===== src/rtl/audio_adc_rx.sv =====
// audio_adc_rx: I2S capture path for the codec ADC.
//
// Oversamples the asynchronous codec bit clock in the clkin_50 domain, deserialises
// left/right words (MSB-first, one-bit I2S delay after each word-select edge) and
// buffers completed stereo pairs in a small FIFO read over a valid/ready handshake.
//
// Parameters
//   DATA_W      bits kept per channel; slot bits past DATA_W are ignored
//   FIFO_DEPTH  stereo pairs buffered (power of 2, >= 2)
//
// Ports
//   clkin_50      system clock, all logic on its rising edge
//   rst           synchronous active-high reset
//   enable        1 = capture, 0 = capture idle (FIFO still drains)
//   aud_bclk      codec bit clock (asynchronous)
//   aud_adc_lrck  codec word select, 0 = left, 1 = right (asynchronous)
//   aud_adc_dat   codec serial data (asynchronous)
//   sample_valid  FIFO non-empty
//   sample_ready  consumer pops the head pair when valid && ready
//   sample_left   head-of-FIFO left word (holds last value when empty)
//   sample_right  head-of-FIFO right word (holds last value when empty)
//   fifo_level    pairs stored, 0..FIFO_DEPTH
//   overflow      sticky flag: a completed pair was dropped because the FIFO was full
//   clear_ovf     one-cycle pulse clearing overflow (and ovf_count)
//   ovf_count     dropped-pair counter, saturating at 255
//
// Build option: define AUDIO_ADC_RX_OVF_CNT_EN to include the dropped-pair counter;
// without it ovf_count is tied to zero.

module audio_adc_rx #(
  parameter int unsigned DATA_W     = 16,
  parameter int unsigned FIFO_DEPTH = 4
) (
  input  logic                          clkin_50,
  input  logic                          rst,
  input  logic                          enable,
  input  logic                          aud_bclk,
  input  logic                          aud_adc_lrck,
  input  logic                          aud_adc_dat,
  output logic                          sample_valid,
  input  logic                          sample_ready,
  output logic [DATA_W-1:0]             sample_left,
  output logic [DATA_W-1:0]             sample_right,
  output logic [$clog2(FIFO_DEPTH):0]   fifo_level,
  output logic                          overflow,
  input  logic                          clear_ovf,
  output logic [7:0]                    ovf_count
);

  localparam int unsigned PtrW  = $clog2(FIFO_DEPTH);
  localparam int unsigned CntW  = PtrW + 1;
  localparam int unsigned IdxW  = $clog2(DATA_W + 2);
  localparam int unsigned PairW = 2 * DATA_W;

  typedef enum logic [1:0] {StSyncWait, StLeft, StRight} state_e;

  // Input synchronisers and bit-clock edge detect
  logic bclk_meta_q, bclk_sync_q, bclk_prev_q;
  logic lrck_meta_q, lrck_sync_q;
  logic dat_meta_q, dat_sync_q;
  logic bclk_rise;

  // Deserialiser state
  state_e            state_q, state_d;
  logic              lrck_prev_q, lrck_prev_d;
  logic [IdxW-1:0]   bit_idx_q, bit_idx_d, idx_inc;
  logic [DATA_W-1:0] word_q, word_d, word_cap, fin_word;
  logic              word_done_q, word_done_d;
  logic [DATA_W-1:0] left_hold_q, left_hold_d;
  logic [DATA_W-1:0] right_hold_q, right_hold_d;
  logic              left_ok_q, left_ok_d;
  logic              push_q, push_d;
  logic              slot_start, complete_left, complete_right;

  // FIFO state
  logic [PairW-1:0]  mem_q [FIFO_DEPTH];
  logic [PtrW-1:0]   wr_ptr_q, wr_ptr_d, rd_ptr_q, rd_ptr_d;
  logic [CntW-1:0]   count_q, count_d;
  logic [PairW-1:0]  head_q, head_d, push_data;
  logic              overflow_q, overflow_d;
  logic              pop, full, push_acc, drop;

  assign bclk_rise  = bclk_sync_q & ~bclk_prev_q;
  assign slot_start = bclk_rise && (lrck_sync_q != lrck_prev_q);

  always_comb begin
    idx_inc = (bit_idx_q == IdxW'(DATA_W + 1)) ? bit_idx_q : bit_idx_q + 1'b1;
    // Slot index k (1..DATA_W) lands in word bit DATA_W-k, i.e. MSB first
    word_cap = word_q;
    for (int unsigned i = 0; i < DATA_W; i++) begin
      if (idx_inc == IdxW'(DATA_W - i)) word_cap[i] = dat_sync_q;
    end
  end

  always_comb begin
    state_d        = state_q;
    lrck_prev_d    = bclk_rise ? lrck_sync_q : lrck_prev_q;
    bit_idx_d      = bit_idx_q;
    word_d         = word_q;
    word_done_d    = word_done_q;
    left_hold_d    = left_hold_q;
    right_hold_d   = right_hold_q;
    left_ok_d      = left_ok_q;
    push_d         = 1'b0;
    complete_left  = 1'b0;
    complete_right = 1'b0;
    fin_word       = word_q;

    if (!enable) begin
      state_d     = StSyncWait;
      left_ok_d   = 1'b0;
      bit_idx_d   = '0;
      word_d      = '0;
      word_done_d = 1'b1;
    end else if (slot_start) begin
      // Index 0 of a new slot carries the previous word's LSB; it is never captured.
      bit_idx_d   = '0;
      word_d      = '0;
      word_done_d = 1'b0;
      case (state_q)
        StSyncWait: if (!lrck_sync_q) state_d = StSyncWait == state_q ? StLeft : state_q;
        StLeft: begin
          if (lrck_sync_q) begin
            state_d       = StRight;
            complete_left = !word_done_q;  // short slot: missing LSBs stay 0
          end
        end
        StRight: begin
          if (!lrck_sync_q) begin
            state_d        = StLeft;
            complete_right = !word_done_q;
          end
        end
        default: state_d = StSyncWait;
      endcase
    end else if (bclk_rise) begin
      bit_idx_d = idx_inc;
      if (state_q != StSyncWait && !word_done_q && idx_inc != '0 &&
          idx_inc <= IdxW'(DATA_W)) begin
        word_d   = word_cap;
        fin_word = word_cap;
        if (idx_inc == IdxW'(DATA_W)) begin
          word_done_d    = 1'b1;
          complete_left  = (state_q == StLeft);
          complete_right = (state_q == StRight);
        end
      end
    end

    if (complete_left) begin
      left_hold_d = fin_word;
      left_ok_d   = 1'b1;
    end
    if (complete_right) begin
      right_hold_d = fin_word;
      push_d       = left_ok_q;
    end
  end

  // FIFO control
  assign push_data = {left_hold_q, right_hold_q};
  assign pop       = (count_q != '0) && sample_ready;
  assign full      = (count_q == CntW'(FIFO_DEPTH));
  assign push_acc  = push_q && (!full || pop);
  assign drop      = push_q && full && !pop;

  always_comb begin
    wr_ptr_d = push_acc ? wr_ptr_q + 1'b1 : wr_ptr_q;
    rd_ptr_d = pop ? rd_ptr_q + 1'b1 : rd_ptr_q;
    case ({push_acc, pop})
      2'b10:   count_d = count_q + 1'b1;
      2'b01:   count_d = count_q - 1'b1;
      default: count_d = count_q;
    endcase

    // Head register tracks mem[rd_ptr] while non-empty and freezes when empty.
    head_d = head_q;
    if (push_acc && (count_q == '0 || (count_q == CntW'(1) && pop))) begin
      head_d = push_data;
    end else if (count_d != '0) begin
      head_d = mem_q[rd_ptr_d];
    end

    overflow_d = overflow_q;
    if (clear_ovf) overflow_d = 1'b0;
    if (drop)      overflow_d = 1'b1;
  end

  always_ff @(posedge clkin_50) begin
    if (rst) begin
      bclk_meta_q  <= 1'b0;
      bclk_sync_q  <= 1'b0;
      bclk_prev_q  <= 1'b0;
      lrck_meta_q  <= 1'b0;
      lrck_sync_q  <= 1'b0;
      dat_meta_q   <= 1'b0;
      dat_sync_q   <= 1'b0;
      state_q      <= StSyncWait;
      lrck_prev_q  <= 1'b0;
      bit_idx_q    <= '0;
      word_q       <= '0;
      word_done_q  <= 1'b1;
      left_hold_q  <= '0;
      right_hold_q <= '0;
      left_ok_q    <= 1'b0;
      push_q       <= 1'b0;
      wr_ptr_q     <= '0;
      rd_ptr_q     <= '0;
      count_q      <= '0;
      head_q       <= '0;
      overflow_q   <= 1'b0;
    end else begin
      bclk_meta_q  <= aud_bclk;
      bclk_sync_q  <= bclk_meta_q;
      bclk_prev_q  <= bclk_sync_q;
      lrck_meta_q  <= aud_adc_lrck;
      lrck_sync_q  <= lrck_meta_q;
      dat_meta_q   <= aud_adc_dat;
      dat_sync_q   <= dat_meta_q;
      state_q      <= state_d;
      lrck_prev_q  <= lrck_prev_d;
      bit_idx_q    <= bit_idx_d;
      word_q       <= word_d;
      word_done_q  <= word_done_d;
      left_hold_q  <= left_hold_d;
      right_hold_q <= right_hold_d;
      left_ok_q    <= left_ok_d;
      push_q       <= push_d;
      wr_ptr_q     <= wr_ptr_d;
      rd_ptr_q     <= rd_ptr_d;
      count_q      <= count_d;
      head_q       <= head_d;
      overflow_q   <= overflow_d;
    end
  end

  // Storage needs no reset: only entries between the pointers are ever read.
  always_ff @(posedge clkin_50) begin
    if (push_acc) mem_q[wr_ptr_q] <= push_data;
  end

`ifdef AUDIO_ADC_RX_OVF_CNT_EN
  logic [7:0] ovf_cnt_q, ovf_cnt_d;

  always_comb begin
    ovf_cnt_d = ovf_cnt_q;
    if (clear_ovf) ovf_cnt_d = 8'd0;
    if (drop) begin
      if (clear_ovf)                ovf_cnt_d = 8'd1;
      else if (ovf_cnt_q != 8'hFF)  ovf_cnt_d = ovf_cnt_q + 8'd1;
    end
  end

  always_ff @(posedge clkin_50) begin
    if (rst) ovf_cnt_q <= 8'd0;
    else     ovf_cnt_q <= ovf_cnt_d;
  end

  assign ovf_count = ovf_cnt_q;
`else
  assign ovf_count = 8'd0;
`endif

  assign sample_valid = (count_q != '0);
  assign fifo_level   = count_q;
  assign overflow     = overflow_q;
  assign sample_left  = head_q[PairW-1:DATA_W];
  assign sample_right = head_q[DATA_W-1:0];

endmodule


===== config.mk =====
export PLATFORM = sky130hd
export DESIGN_NAME = audio_adc_rx
export DESIGN_NICKNAME = d
export VERILOG_FILES = /design/src/rtl/audio_adc_rx.sv
export SDC_FILE = /design/constraint.sdc
export NUM_CORES = 1
export LEC_CHECK = 0
export CORE_MARGIN = 2
export CORE_UTILIZATION = 62
export CTS_CLUSTER_SIZE = 12
export DETAILED_ROUTE_END_ITERATION = 10
export PLACE_DENSITY = 0.88
export SYNTH_ARGS = -nofsm -noshare
export SYNTH_HDL_FRONTEND = slang
export SYNTH_SLANG_ARGS = --single-unit

===== constraint.sdc =====
create_clock -name clkin_50 -period 5.4 [get_ports clkin_50]
set_input_delay 1.08 -clock clkin_50 [delete_from_list [all_inputs] [get_ports clkin_50]]
set_output_delay 1.08 -clock clkin_50 [all_outputs]
set_load 0.1 [all_outputs]

==> flow_summary.ini <==
[logic_synthesis]
ys_ff_latch = 234
yosysSeqAreaShare = 0.5385
ys_warn_count = 0
synth.largest_area_cell = edfxtp_1
yosysTopAreaCellShare = 0.3469
synth-edff-count = 128
synth.distinct_cells = 61
synth_cells = 1054
synth_area_leaders = edfxtp_1 (35%), dfxtp_1 (19%), nand2b_1 (3.9%)
netlist_top_cells_count = edfxtp_1 (128), dfxtp_1 (106), nand2_1 (83)
async_reset_ff_frac = 0
ys.flop_type = edfxtp_1
avgSynthCellArea_um2 = 10.51
synth_area_mm2 = 0.01108
synth_most_common_cell = edfxtp_1

[power_and_ir_drop]
p_per_area_mw_per_mm2 = 284.9
design_power_total_w = 0.003497
vdd_drop_max_uv = 257.1
p_leak_nw = 3.817

[sta]
hold_viol = 0
fin_crit_ns = 4.325
fin_setup_tns_ns = 0
relSlewSlack = 0.2995
finalClockSkew_ns = 0.01874
setup_viol = 0
worstMarginPinSlew_ns = 1.051
maxSlewViolCount = 0
fin_crit_sh = 0.8009
fin_hold_ws_ns = 0.4393
rsz0062_at_grt = false
max_freq_ghz = 0.2312

[setup_path]
worst-r2r-setup-slack_ns = 1.08
slowest_delay_ns = 1.01
critPathSlowestCell = or4b_2
path_cells = inv_1 > ha_1 > nor2b_2 > buf_4 > clkinv_1 > nand2_1 > inv_1 > ha_1 > o31a_1 > or4b_2 > buf_4 > a311oi_1
start_kind = flip-flop
end_kind = flip-flop
path_class = reg -> reg
cp.required_ns = 5.81
cp_max_fo = 40
cp.arrival_ns = 4.73

[finish]
drive_gt1_frac = 0.09774
multi_input_area_mm2 = 0.004653
final_cells = 1289
regArea_mm2 = 0.005967
diodes = 0
nNetsFinal = 1069
num-fill-cells = 1193
area_growth_syn_to_layout_pct = 10.80

[grt]
grt_pass1_wl_um = 40830
antenna_found_initial = 0
grt.total_usage = 0.2759
grt_max_degree = 69
overflow = 0
grt_pass1_vias = 7751

[route]
firstDrtPassIters = 5
routed_wl_um = 25870
ant_nets = 0
drt_iter0_drc = 981
drc = 0
wire_per_inst_um = 20.07
vias = 8482
vias_per_cell = 6.580

[placed_design]
gp_congestion = 0.8428
io_buffers = 44
placedCellCount = 1246
dp_hpwl_um = 15710

[clocking]
ctsHoldBuffers = 0
cts_sinks = 234
htree_num_levels = 1
clock_path_buffers = 3
cts_resized = 0
post-cts-setup-buffers = 0
cts_buffers = 24
path_clk_slew_ns = 0.06
clkLatencyLatePin_ns = 0.52
cts_root_buf = clkbuf_16
tritoncts = built

[die]
initial_core_util = 0.6383
coreArea_mm2 = 0.01736
num_io_pins = 53
core.rowCount = 48
die_area_mm2 = 0.01896
die_h_um = 137.7
dieWidth_um = 137.7

[outcome]
status = completed

[worst_hold_path]
hp-class = reg -> reg

[run]
cap_violations = 0
-- state kept, by name, indices dropped and copies added (netlist names), 2 cells and up --
name          flops
state_q           2
fifo_level        3
mem_q           128
bit_idx_q         5
wr_ptr_q          2
head_q           32
rd_ptr_q          2
left_hold_q      16
word_q           16
right_hold_q     16
-- critical path: cells and delay by family (launching register included) --
family                   cells  cell delay (ns)
AND/OR/NAND/NOR              3             1.38
buffers and inverters        5             1.28
AO/OA/AOI/OAI                2             0.62
adder cells (fa/ha/maj)      2             0.58
flip-flops                   1             0.37
-- per-layer routing --
metal | part of all wire | up-vias | global-route usage | routed length [um]
met5 | 0 | - | 0 | 0
met4 | 0.026 | 0 | 0.08362 | 662
met3 | 0.085 | 61 | 0.04525 | 2197
met2 | 0.48 | 443 | 0.4544 | 12480
met1 | 0.41 | 4025 | 0.3766 | 10530
li1 | - | 3953 | - | -
-- report_power, final --
part	switching (W)	total, W	internal (W)
Clock	0.000656	0.00156	0.000905
Combinational	0.0000580	0.0000709	0.0000128
Sequential	0.00000400	0.00186	0.00186
Total	0.000718	0.00350	0.00278
-- cell type report --
class / instances / area share
multi-input cells: 709 / 0.3791
clock buffers: 40 / 0.05881
clock inverters: 3 / 0.001121
inverters: 14 / 0.004281
well taps: 225 / 0.02293
flip-flops and latches: 234 / 0.4861
repair buffers: 64 / 0.04770
-- cell usage in the layout (no fill, tap or decap), drive strengths merged, types with 4 or more instances in the layout --
cell and instances:
edfxtp 128, nor3 11, or3 5, nand2b 69
buf 21, o211ai 7, a22oi 34, mux2i 16
ha 14, nor4 9, clkbuf 40, a311oi 37
a31oi 6, nor2 58, xnor2 6, a2111oi 32
conb 8, dfxtp 106, o31ai 39, and3 38
nor2b 14, clkinv 4, o21ai 45, a32oi 32
a21boi 32, nand2 83, nand4 8, inv 13
clkdlybuf4s50 43, nand3 6, or2 37, a21oi 34
-- per-stage QoR --
| stage | area (um^2) | utilization | setup WS, ns |
|---|---|---|---|
| floorplan | 11110 | - | 0.2595 |
| global placement | 11540 | 0.6649 | 0.9617 |
| detailed placement | 11540 | 0.6649 | 0.8956 |
| CTS | 12280 | 0.7073 | 1.106 |
| global route | 12280 | 0.7073 | 0.8538 |
| finish | 12280 | 0.7073 | 1.075 |
-- cell families (layout without fill, tap and decap cells) --
group,Yosys count,count (layout),share of synthesized area
muxes,18,18,0.01649
adders and majority gates,14,14,0.01581
buffers and inverters,118,121,0.04653
DFF,234,234,0.5385
other,1,8,0.0003385
xor gates and xnor gates,9,9,0.008471
AOI/OAI and AO/OA,308,308,0.2026
and+or+nand+nor,352,352,0.1713
-- worst paths after layout --
check | startpoint | to | depth (start not counted)
setup / recovery | fifo_level[0] | head_q[0] | 12
hold / removal | lrck_meta_q | lrck_sync_q | 1
setup reg to reg | fifo_level[0] | head_q[0] | 12
hold reg to reg | lrck_meta_q | lrck_sync_q | 1
No activity file was read; power rests on OpenSTA's default activity.
